[src/rtl/centroid_pkg.sv]
// rtl/centroid_pkg.sv - shared widths, state encoding, divider tag type and clamp helpers
package centroid_pkg;

    localparam int SUM_W = 28;
    localparam int CNT_W = 20;
    localparam int X_W   = 11;
    localparam int Y_W   = 10;

    typedef enum logic [2:0] {
        IDLE,
        ISSUE_X,
        ISSUE_Y,
        WAIT,
        PUBLISH
    } state_t;

    typedef struct packed {
        logic valid;
        logic is_y;
    } tag_t;

    // Quotients too large for the output field saturate rather than wrap.
    function automatic logic [X_W-1:0] clamp_x(input logic [SUM_W-1:0] q);
        return (|q[SUM_W-1:X_W]) ? {X_W{1'b1}} : q[X_W-1:0];
    endfunction

    function automatic logic [Y_W-1:0] clamp_y(input logic [SUM_W-1:0] q);
        return (|q[SUM_W-1:Y_W]) ? {Y_W{1'b1}} : q[Y_W-1:0];
    endfunction

endpackage

[src/rtl/div_tag_pipe.sv]
// rtl/div_tag_pipe.sv - tag shift register matching the divider latency
module div_tag_pipe
    import centroid_pkg::*;
#(
    parameter int DEPTH = 32
) (
    input  logic clock,
    input  logic reset,
    input  tag_t push_tag,
    output tag_t pop_tag
);

    tag_t stages_q [DEPTH];

    always_ff @(posedge clock) begin
        if (reset) begin
            for (int i = 0; i < DEPTH; i++) begin
                stages_q[i] <= '0;
            end
        end else begin
            stages_q[0] <= push_tag;
            for (int i = 1; i < DEPTH; i++) begin
                stages_q[i] <= stages_q[i-1];
            end
        end
    end

    assign pop_tag = stages_q[DEPTH-1];

endmodule

[src/rtl/centroid_div_sequencer.sv]
// rtl/centroid_div_sequencer.sv - per-frame centroid divide sequencing through a shared divider
module centroid_div_sequencer
    import centroid_pkg::*;
#(
    parameter int DIV_LATENCY = 32,
    parameter int MIN_PIXELS  = 16
) (
    input  logic             clock,
    input  logic             reset,
    input  logic             frame_start,
    input  logic [SUM_W-1:0] x_sum,
    input  logic [SUM_W-1:0] y_sum,
    input  logic [CNT_W-1:0] pixel_count,
    output logic [SUM_W-1:0] div_dividend,
    output logic [CNT_W-1:0] div_divisor,
    output logic             div_issue,
    input  logic             div_rfd,
    input  logic [SUM_W-1:0] div_quotient,
    output logic [X_W-1:0]   x_cent,
    output logic [Y_W-1:0]   y_cent,
    output logic             cent_found,
    output logic             cent_valid,
    output logic             busy,
    output logic             overrun
);

    state_t           state_q, state_d;
    logic [SUM_W-1:0] x_snap_q, x_snap_d;
    logic [SUM_W-1:0] y_snap_q, y_snap_d;
    logic [CNT_W-1:0] cnt_snap_q, cnt_snap_d;
    logic [SUM_W-1:0] x_res_q, x_res_d;
    logic [SUM_W-1:0] y_res_q, y_res_d;
    logic             got_x_q, got_x_d;
    logic             got_y_q, got_y_d;
    logic [X_W-1:0]   x_cent_q, x_cent_d;
    logic [Y_W-1:0]   y_cent_q, y_cent_d;
    logic             cent_found_q, cent_found_d;
    logic             cent_valid_q, cent_valid_d;
    logic             busy_q, busy_d;
    logic             overrun_q, overrun_d;
    tag_t             push_tag;
    tag_t             pop_tag;

    div_tag_pipe #(
        .DEPTH (DIV_LATENCY)
    ) u_tag_pipe (
        .clock    (clock),
        .reset    (reset),
        .push_tag (push_tag),
        .pop_tag  (pop_tag)
    );

    always_ff @(posedge clock) begin
        if (reset) begin
            state_q      <= IDLE;
            x_snap_q     <= '0;
            y_snap_q     <= '0;
            cnt_snap_q   <= '0;
            x_res_q      <= '0;
            y_res_q      <= '0;
            got_x_q      <= 1'b0;
            got_y_q      <= 1'b0;
            x_cent_q     <= '0;
            y_cent_q     <= '0;
            cent_found_q <= 1'b0;
            cent_valid_q <= 1'b0;
            busy_q       <= 1'b0;
            overrun_q    <= 1'b0;
        end else begin
            state_q      <= state_d;
            x_snap_q     <= x_snap_d;
            y_snap_q     <= y_snap_d;
            cnt_snap_q   <= cnt_snap_d;
            x_res_q      <= x_res_d;
            y_res_q      <= y_res_d;
            got_x_q      <= got_x_d;
            got_y_q      <= got_y_d;
            x_cent_q     <= x_cent_d;
            y_cent_q     <= y_cent_d;
            cent_found_q <= cent_found_d;
            cent_valid_q <= cent_valid_d;
            busy_q       <= busy_d;
            overrun_q    <= overrun_d;
        end
    end

    always_comb begin
        state_d      = state_q;
        x_snap_d     = x_snap_q;
        y_snap_d     = y_snap_q;
        cnt_snap_d   = cnt_snap_q;
        x_res_d      = x_res_q;
        y_res_d      = y_res_q;
        got_x_d      = got_x_q;
        got_y_d      = got_y_q;
        x_cent_d     = x_cent_q;
        y_cent_d     = y_cent_q;
        cent_found_d = cent_found_q;
        cent_valid_d = 1'b0;
        busy_d       = busy_q;
        overrun_d    = frame_start && (state_q != IDLE);
        push_tag     = '0;
        div_issue    = 1'b0;
        div_dividend = '0;
        div_divisor  = '0;

        if (pop_tag.valid) begin
            if (pop_tag.is_y) begin
                y_res_d = div_quotient;
                got_y_d = 1'b1;
            end else begin
                x_res_d = div_quotient;
                got_x_d = 1'b1;
            end
        end

        // Output registers load on the edge entering PUBLISH so the strobe lines up with that state.
        case (state_q)
            IDLE: begin
                if (frame_start) begin
                    x_snap_d   = x_sum;
                    y_snap_d   = y_sum;
                    cnt_snap_d = pixel_count;
                    got_x_d    = 1'b0;
                    got_y_d    = 1'b0;
                    if (pixel_count < CNT_W'(MIN_PIXELS)) begin
                        state_d      = PUBLISH;
                        cent_found_d = 1'b0;
                        cent_valid_d = 1'b1;
                        busy_d       = 1'b0;
                    end else begin
                        state_d = ISSUE_X;
                        busy_d  = 1'b1;
                    end
                end
            end
            ISSUE_X: begin
                div_issue    = 1'b1;
                div_dividend = x_snap_q;
                div_divisor  = cnt_snap_q;
                if (div_rfd) begin
                    push_tag.valid = 1'b1;
                    state_d        = ISSUE_Y;
                end
            end
            ISSUE_Y: begin
                div_issue    = 1'b1;
                div_dividend = y_snap_q;
                div_divisor  = cnt_snap_q;
                if (div_rfd) begin
                    push_tag.valid = 1'b1;
                    push_tag.is_y  = 1'b1;
                    state_d        = WAIT;
                end
            end
            WAIT: begin
                if (got_x_d && got_y_d) begin
                    state_d      = PUBLISH;
                    x_cent_d     = clamp_x(x_res_d);
                    y_cent_d     = clamp_y(y_res_d);
                    cent_found_d = 1'b1;
                    cent_valid_d = 1'b1;
                    busy_d       = 1'b0;
                end
            end
            PUBLISH: begin
                state_d = IDLE;
            end
            default: begin
                state_d = IDLE;
            end
        endcase
    end

    assign x_cent     = x_cent_q;
    assign y_cent     = y_cent_q;
    assign cent_found = cent_found_q;
    assign cent_valid = cent_valid_q;
    assign busy       = busy_q;
    assign overrun    = overrun_q;

endmodule

[config.mk]
export PLATFORM = sky130hd
export DESIGN_NAME = centroid_div_sequencer
export DESIGN_NICKNAME = d
export VERILOG_FILES = /design/src/rtl/centroid_pkg.sv /design/src/rtl/div_tag_pipe.sv /design/src/rtl/centroid_div_sequencer.sv
export SDC_FILE = /design/constraint.sdc
export NUM_CORES = 1
export LEC_CHECK = 0
export ABC_CLOCK_PERIOD_IN_PS = 3100
export CAP_MARGIN = 0
export CELL_PAD_IN_SITES_DETAIL_PLACEMENT = 1
export CELL_PAD_IN_SITES_GLOBAL_PLACEMENT = 1
export CORE_ASPECT_RATIO = 1.4
export CORE_MARGIN = 8
export CORE_UTILIZATION = 40
export CTS_CLUSTER_DIAMETER = 30
export CTS_CLUSTER_SIZE = 8
export DETAILED_ROUTE_END_ITERATION = 12
export PLACE_DENSITY = 0.94
export SYNTH_ARGS = -nofsm -noshare
export SYNTH_HDL_FRONTEND = slang
export SYNTH_SLANG_ARGS = --single-unit
[constraint.sdc]
create_clock -name clock -period 3.1 [get_ports clock]
set_input_delay 0.465 -clock clock [delete_from_list [all_inputs] [get_ports clock]]
set_output_delay 0.465 -clock clock [all_outputs]
set_load 0.02 [all_outputs]
# Yosys cells after proc, flatten, opt, wreduce, memory -nomap -nowiden
# Memory sizes are Yosys's and may differ from the RTL's.
# Cells that the tools add are included.
word_totals:
  ff_bits: 162
  ramBits: 64
  input_bits: 108
  out_inout_bits: 74
  word_cells: 143
  n_memories: 1
memory_table:
  columns: ["name", "words", "width", "read_ports", "rd_clocked_by_memory_dff", "write_ports", "line_no", "rtl"]
  rows:
  - ["u_tag_pipe.stages_q", 32, 2, 32, 0, 32, "div_tag_pipe.sv:13", "tag_t stages_q [DEPTH];"]
op_classes:
  magnitude_cmp: 1
  n_eq_ne: 8
  muxes: 74
  bitwise: 32
  reduce_logical: 13
op_table:
  columns: ["cell", "count"]
  rows:
  - ["2-to-1 mux 28 bit", 4]
  - ["2-to-1 mux 2 bit", 33]
  - ["one-hot mux 28 bit (2 select lines)", 1]
  - ["bitwise OR 1 bit", 32]
  - ["2-to-1 mux 1 bit", 23]
  - ["< comparator 20 x 5 -> 1 bit (second input constant)", 1]
  - ["2-to-1 mux 20 bit", 1]
  - ["OR reduction 18 bit", 1]
  - ["OR reduction 17 bit", 1]
  - ["2-to-1 mux 3 bit", 5]
  - ["one-hot mux 3 bit (4 select lines)", 1]
  - ["2-to-1 mux 11 bit", 1]
  - ["2-to-1 mux 10 bit", 1]
  - ["inequality test 2 bit (second input constant)", 5]
  - ["one-hot mux 1 bit (2 select lines)", 4]
  - ["AND reduction 4 bit", 2]
  - ["equality test 3 x 2 -> 1 bit (second input constant)", 2]
  - ["AND reduction 2 bit", 2]
  - ["equality test 3 x 1 -> 1 bit (second input constant)", 1]
  - ["logical NOT 3 bit", 1]
  - ["AND reduction 3 bit", 1]
  - ["nonzero test 3 bit", 1]
  - ["logical AND 1 bit", 2]
  - ["nonzero test 2 bit", 1]
  - ["OR reduction 2 bit", 1]

# Logic depth before layout (Yosys ltp)
# Gate-level depths: netlist of the first run.
depth:
  word_depth: 5
  depth_mapped: 8
  depth_no_buf: 5

# By module
# Synthesis of the first run repeated with hierarchy kept, for this count alone.
hier_totals:
  cells_unflattened: 896
  hier_area_um2: 8171.6
modules_own_cells:
  columns: ["module", "instances", "cells_each", "area_each_um2", "seq_area_each_um2"]
  rows:
  - ["centroid_div_sequencer", 1, 759, 6238.5, 3243.1]
  - ["div_tag_pipe", 1, 137, 1933.1, 1281.2]

# Worst setup path after synthesis of the first run
# Ideal clock, no wire load.
synth_path:
  path_kind: "input to register"
  start: "input div_quotient[21]"
  end: "register y_cent_q[0] (netlist: y_cent[0])"
  setup_ns: 0.143
  arrival_ns: 2.102
  t_required_ns: 2.957
  path_slack_ns: 0.855
  cell_stages: 4
  n_path_buf: 0
  cell_sequence: "or4_1 > or4_4 > a2111oi_4 > a211oi_1"
synth_between:
  elab_chain_len: 4
synth_rtl:
  columns: ["element", "line_no", "rtl"]
  rows:
  - ["from (decl)", "centroid_div_sequencer.sv:18", "input logic [SUM_W-1:0] div_quotient,"]
  - ["2-to-1 mux 28 bit", "centroid_div_sequencer.sv:108", "if (pop_tag.is_y) begin"]
  - ["2-to-1 mux 28 bit", "centroid_div_sequencer.sv:107", "if (pop_tag.valid) begin"]
  - ["OR reduction 18 bit", "centroid_pkg.sv:28", "return (|q[SUM_W-1:Y_W]) ? {Y_W{1'b1}} : q[Y_W-1:0];"]
  - ["2-to-1 mux 10 bit", "centroid_pkg.sv:28", null]
  - ["to (signal assigned)", "centroid_div_sequencer.sv:79", "y_cent_q <= y_cent_d;"]
  - ["to (decl)", "centroid_div_sequencer.sv:36", "logic [Y_W-1:0] y_cent_q, y_cent_d;"]
# No other way between the ends.
# A chain may end at the register's enable or synchronous reset.

# Final worst setup path of the first run
layout_path:
  start: "register state_q[2]"
  end: "output div_divisor[15]"
layout_between:
  elab_chain_len: 3
  elab_cells_between_ends: 4
  classes_between: "eq/ne: 2; mux: 1; reduce/logical: 1"
layout_rtl:
  columns: ["element", "line_no", "rtl"]
  rows:
  - ["from (decl)", "centroid_div_sequencer.sv:27", "state_t state_q, state_d;"]
  - ["from (signal assigned)", "centroid_div_sequencer.sv:70", "state_q <= state_d;"]
  - ["equality test 3 x 2 -> 1 bit or equality test 3 x 1 -> 1 bit (tied branches)", "centroid_div_sequencer.sv:118", "case (state_q)"]
  - ["OR reduction 2 bit (no source line) *", null, null]
  - ["2-to-1 mux 20 bit *", "centroid_div_sequencer.sv:118", null]
  - ["to (decl)", "centroid_div_sequencer.sv:15", "output logic [CNT_W-1:0] div_divisor,"]
# Mark *: on every way between the ends. The rest lies on a longest branch, timed or not.

==> results of run 1 <==
## how the worst min path moves through the flow
stage	end	slack (ns)	cells past startpoint
6_report	u_tag_pipe.stages_q[14][0]	0.43	1
3_5_place_dp	u_tag_pipe.stages_q[1][1]	0.42	1
4_1_cts	u_tag_pipe.stages_q[5][1]	0.43	2
5_1_grt	u_tag_pipe.stages_q[18][0]	0.44	1
2_1_floorplan	u_tag_pipe.stages_q[10][0]	0.41	1
3_3_place_gp	u_tag_pipe.stages_q[4][0]	0.42	1
## power breakdown
| group | internal, mW | total (mW) | switching (mW) | leakage, nW |
|---|---|---|---|---|
| logic | 0.293 | 0.670 | 0.377 | 1.87 |
| clock network | 2.58 | 3.94 | 1.37 | 0.576 |
| registers | 3.00 | 3.06 | 0.0525 | 1.83 |
| total | 5.87 | 7.67 | 1.80 | 4.28 |
## layout by cell type, fill, tap and decap left out, types with 2 or more instances in the layout
cell type,synthesis,layout
nor4_1,16,16
buf_4,0,12
nor2_2,0,2
nor3b_1,3,2
nand2_1,228,227
buf_12,0,2
a21oi_1,119,119
buf_6,0,3
nor3_1,7,7
clkbuf_1,59,8
clkbuf_16,0,40
dfxtp_1,226,226
nor2_1,48,46
a211oi_1,22,21
clkbuf_8,0,3
clkinvlp_4,0,4
nor2b_1,84,84
dlymetal6s2s_1,0,4
nand3_1,2,2
bufinv_16,0,2
a22o_1,28,28
or4_1,4,4
mux2i_1,22,22
clkdlybuf4s50_1,0,176
clkinv_2,0,2
## cells by family (layout without fill, tap and decap cells)
kind of cell           after synthesis  in the layout  synth area share
buffers and inverters               66            260            0.0313
and+or+nand+nor                    402            402             0.232
other                                0              1                 0
muxes                               23             23            0.0292
DFF                                226            226             0.572
AOI/OAI and AO/OA                  176            176             0.136
## layer usage
metal  GRT usage  routed length (um)
met4       0.121                1230
met1       0.212                9370
met3      0.0636                1620
met2       0.372               13700
met5           0                  11
## through the flow
step	util	hold slack [ns]	setup slack, ns
4_1_cts	0.569	0.427	0.0167
3_3_place_gp	0.508	0.419	0.366
3_5_place_dp	0.508	0.425	0.339
5_1_grt	0.570	0.442	0.0297
2_1_floorplan	-	0.414	0.855
6_report	0.570	0.432	0.150
## worst max-delay path: stages, from the launching register on
cell	delay [ns]
dfxtp_1	0.42
nor2_2	0.21
and2_1	0.21
nor2_2	0.05
buf_4	0.22
nor2b_1	0.21
clkdlybuf4s50_1	0.64
## flip-flops by register name, summed over array words and instances (netlist names)
| signal | flops |
|---|---|
| y_res_q | 28 |
| overrun | 1 |
| x_cent | 11 |
| state_q | 3 |
| x_res_q | 28 |
| cent_found | 1 |
| x_snap_q | 28 |
| cent_valid | 1 |
| u_tag_pipe.stages_q | 64 |
| got_y_q | 1 |
| busy | 1 |
| y_cent | 10 |
| y_snap_q | 28 |
| cnt_snap_q | 20 |
| got_x_q | 1 |
## area by class of cell
type / instances / share of cell area
sequential: 226 / 0.404
multi-input combinational: 601 / 0.283
timing repair buffer: 197 / 0.177
clock buffer: 51 / 0.0958
tap: 252 / 0.0282
clock inverter: 11 / 0.0120
inverter: 1 / 0.000335
antenna: 1 / 0.000224
==> results.yml, run 1 <==
sta:
  slew_viol_final: 0
  finalSetupViolCount: 0
  rsz0062_at_grt: "no"
  tightest_slew_ns: 0.829
  fin_setup_tns_ns: 0
  post-route-period-util: 0.952
  slew_headroom: 0.448
  period_minus_slack_ns: 2.95
  fmax_mhz: 339
  fin_skew_ns: 0.0220
  hold_violations: 0
power_and_ir_drop:
  p_per_area_mw_per_mm2: 685
  p_total_mw: 7.67
  irDropWorstVdd_uv: 434
  leakagePower_nw: 4.28
route:
  avgRoutedWirePerCell_um: 19.4
  drtPass1Iterations: 4
  antenna_left: 0
  dr.first_iter.drc_count: 328
  routed_wl_mm: 26.0
  vias_per_cell: 5.23
  drc_errors: 0
  via_count: 7008
worst_setup_path:
  reg2reg_from: "u_tag_pipe.stages_q[31][0]"
  start_kind: "register"
  worst_r2r_endpoint: "y_cent[7]"
  crit_required_ns: 2.63
  crit_path_end: "div_divisor[15]"
  crit_path_start: "state_q[2]"
  path_max_fanout: 21
  ff2ff_path_depth: 5
  end_kind: "primary output"
  reg2reg_slack_ns: 0.79
  crit_type: "reg2out"
  arrival_ns: 2.49
logic_synthesis:
  syn-cell-area_mm2: 0.00792
  yosysMostFrequentCell: "nand2_1"
  netlist.area_leader.share: 0.572
  avgSynthCellArea_um2: 8.86
  ys_seq_elements: 226
  yosys_warnings: 0
  synth.distinct_cells: 33
  syn_nets: 1001
  synth_edf_count: 0
  synthCells: 893
  synthArstFlopShare: 0
  synth_flop_cell: "dfxtp_1"
  synth_common_cells: "nand2_1 (228), dfxtp_1 (226), a21oi_1 (119), nor2b_1 (84), clkbuf_1 (59)"
  synthTopCellsByArea: "dfxtp_1 (57%), nand2_1 (11%), a21oi_1 (7.5%)"
  yosys.area.top_type: "dfxtp_1"
  synth_seq_area_share: 0.572
worst_hold_path:
  hold_path.class: "reg2reg"
  hold_start: "u_tag_pipe.stages_q[13][0]"
final_layout:
  regArea_mm2: 0.00452
  final_cell_area_mm2: 0.0112
  multi_input_area_mm2: 0.00316
  layout-drive-gt1-share: 0.0754
  fill_cells: 2184
  fin_nets: 1175
  final_cells: 1340
  syn_to_final_growth_pct: 41.4
global_routing:
  antenna_found_initial: 2
  grt_pass1_vias: 7935
  grt_max_degree: 85
  overflow: 0
  grtUsageTotal: 0.210
  grt_pass1_wl_mm: 41.5
clock_tree:
  cts_buffer_depth: 3
  worstSkewPairLatency_ns: 0.51
  clk_pin_slew_ns: 0.05
  clock_sinks: 226
  cts-hold-fix-buffers: 0
  cts_root_buf: "clkbuf_16"
  cts_max_level: 2
  numCtsBuffers: 40
  cts_tree: "yes"
  cts_resized: 0
  post-cts-setup-buffer-count: 0
floorplan:
  ios: 182
  die_h_um: 182
  core_mm2: 0.0196
  die_area_mm2: 0.0246
  die_x_um: 135
  rows: 61
  start_util: 0.404
placement:
  portBuffers: 181
  dp_hpwl_mm: 16.2
  placed_area_mm2: 0.00996
  gp_congestion: 0.820
  placed_cells: 1277
status:
  outcome: "finished clean"
run:
  drv_cap: 0
(Power assumes the default switching activity.)
==> inputs of run 2 (changes only) <==
- CORE_ASPECT_RATIO: 1.4 -> 2
==> run 2 against run 1 <==
Against the previous run:
- critical path depth is 2 lower
- largest cell class unchanged
- largest power group unchanged
- utilization is 0.96 points lower
- clock power is 13% lower
- critical path type unchanged
- first-iteration DRC count is 0.91% higher
- final cell count decreased by 0.45%
- sequential power barely moved
==> results.yml, run 2 (synthesis results as in run 1) <==
status:
  outcome: "finished clean"
clock_tree:
  cts_max_level: 2
  numCtsBuffers: 35
  cts-hold-fix-buffers: 0
  worstSkewPairLatency_ns: 0.49
  cts_root_buf: "clkbuf_16"
  clk_pin_slew_ns: 0.05
  clock_sinks: 226
  cts_buffer_depth: 3
  cts_tree: "yes"
  post-cts-setup-buffer-count: 0
  cts_resized: 0
floorplan:
  die_x_um: 115
  ios: 182
  core_mm2: 0.0196
  die_h_um: 215
  start_util: 0.403
  rows: 73
  die_area_mm2: 0.0248
sta:
  fmax_mhz: 343
  post-route-period-util: 0.940
  slew_viol_final: 0
  fin_setup_tns_ns: 0
  period_minus_slack_ns: 2.91
  finalSetupViolCount: 0
  tightest_slew_ns: 0.678
  hold_violations: 0
  fin_skew_ns: 0.0185
  slew_headroom: 0.548
  rsz0062_at_grt: "no"
  fin_hold_ws_ns: 0.436
final_layout:
  final_common_cell: "nand2_1"
  fill_cells: 2195
  syn_to_final_growth_pct: 39.2
  largest-register: "u_tag_pipe.stages_q"
  layout_common_cells: "nand2_1 (227), dfxtp_1 (226), clkdlybuf4s50_1 (179)"
  layout-drive-gt1-share: 0.0664
  largest_register_ffs: 64
  fin_nets: 1172
  postLayoutCoreUtil: 0.561
worst_setup_path:
  cp_top_family: "buffers and inverters"
  crit_chain: "nor3b_2 > buf_4 > a22o_1 > clkdlybuf4s50_1"
  worst_r2r_endpoint: "y_cent[8]"
  worst_path_max_delay_cell: "clkdlybuf4s50_1"
  end_kind: "primary output"
  reg2reg_from: "u_tag_pipe.stages_q[31][1]"
  arrival_ns: 2.45
  slowest_delay_ns: 0.62
  crit_required_ns: 2.63
  crit_type: "reg2out"
  ff2ff_path_depth: 5
  path_max_fanout: 28
  path_buf_inv: 2
  reg2reg_slack_ns: 0.93
  start_kind: "register"
global_routing:
  grtUsageTotal: 0.198
  antenna_found_initial: 2
  grt_pass1_wl_mm: 39.7
  overflow: 0
  grt_pass1_vias: 7732
  grt_max_degree: 92
route:
  dr.first_iter.drc_count: 331
  antenna_left: 0
  drtPass1Iterations: 4
  routed_wl_mm: 24.7
  avgRoutedWirePerCell_um: 18.5
  via_count: 6935
  drc_errors: 0
  vias_per_cell: 5.20
power_and_ir_drop:
  leakagePower_nw: 4.15
  p_per_area_mw_per_mm2: 648
  irDropWorstVdd_uv: 436
  p_total_mw: 7.13
placement:
  portBuffers: 181
  gp_congestion: 0.807
  dp_hpwl_mm: 16.7
worst_hold_path:
  hold_path.class: "reg2reg"
  whs_endpoint: "u_tag_pipe.stages_q[10][1]"
  hold_start: "u_tag_pipe.stages_q[9][1]"
  worstHoldPathCells: 1
run:
  drv_cap: 0
## run 2: cell types whose count changed in the layout (fill, tap and decap cells not counted), sizes merged, moves of 2 or more
cell,change
clkbuf,-12
clkdlybuf4s50,+3
clkinvlp,-3
clkinv,-3
buf,+2
dlymetal6s2s,-3
## run 2: worst max path at each step
stage	startpoint	endpoint	slack (ns)	cells after the start
final	state_q[0]	div_dividend[11]	0.19	4
after detailed placement	div_quotient[21]	y_cent[2]	0.28	6
after floorplan	div_quotient[21]	y_cent[0]	0.85	4
after global placement	div_quotient[21]	y_cent[9]	0.37	6
after global routing	state_q[2]	div_divisor[8]	0.03	6
after CTS	state_q[2]	div_divisor[11]	0.03	6
## run 2: cell type report
class / count / area (um^2) / area share
clock buffers: 39 / 932 / 0.0846
diodes: 2 / 5.00 / 0.000454
clock inverters: 4 / 62.6 / 0.00568
flip-flops and latches: 226 / 4520 / 0.411
inverters: 1 / 3.75 / 0.000341
well taps: 262 / 328 / 0.0298
repair buffers: 199 / 2000 / 0.182
multi-input cells: 601 / 3160 / 0.287
## run 2: per-stage QoR
step,setup slack (ns),instance area [um^2],cells
after floorplan,0.855,7920,893
after global placement,0.370,10000,1289
after detailed placement,0.279,10000,1289
after CTS,0.0337,11000,1332
after global routing,0.0308,11000,1334
final,0.187,11000,1334
## run 2: routing by layer
layer  share of wire  GRT usage  wire length, um  vias up
met4           0.039     0.0957              965        0
met5               0          0                0        -
met1            0.40      0.220             9830     3344
li1                -          -                -     3299
met2            0.51      0.346            12500      220
met3           0.055     0.0393             1360       72
## run 2: power by group
group	internal, mW	switching (mW)
sequential	3.00	0.0506
combinational	0.301	0.370
clock	2.18	1.23
## run 2: worst register-to-register path: cells and delay by family, from the launching register on
family / cells / cell delay [ns]
AO/OA/AOI/OAI: 2 / 0.46
flip-flops: 1 / 0.35
AND/OR/NAND/NOR: 2 / 1.01
buffers and inverters: 1 / 0.23
==> inputs of run 3 (changes only) <==
- CAP_MARGIN: 0 -> default
==> results of run 3 <==
No change in the layout: final DEF, timing and power equal those of run 2.
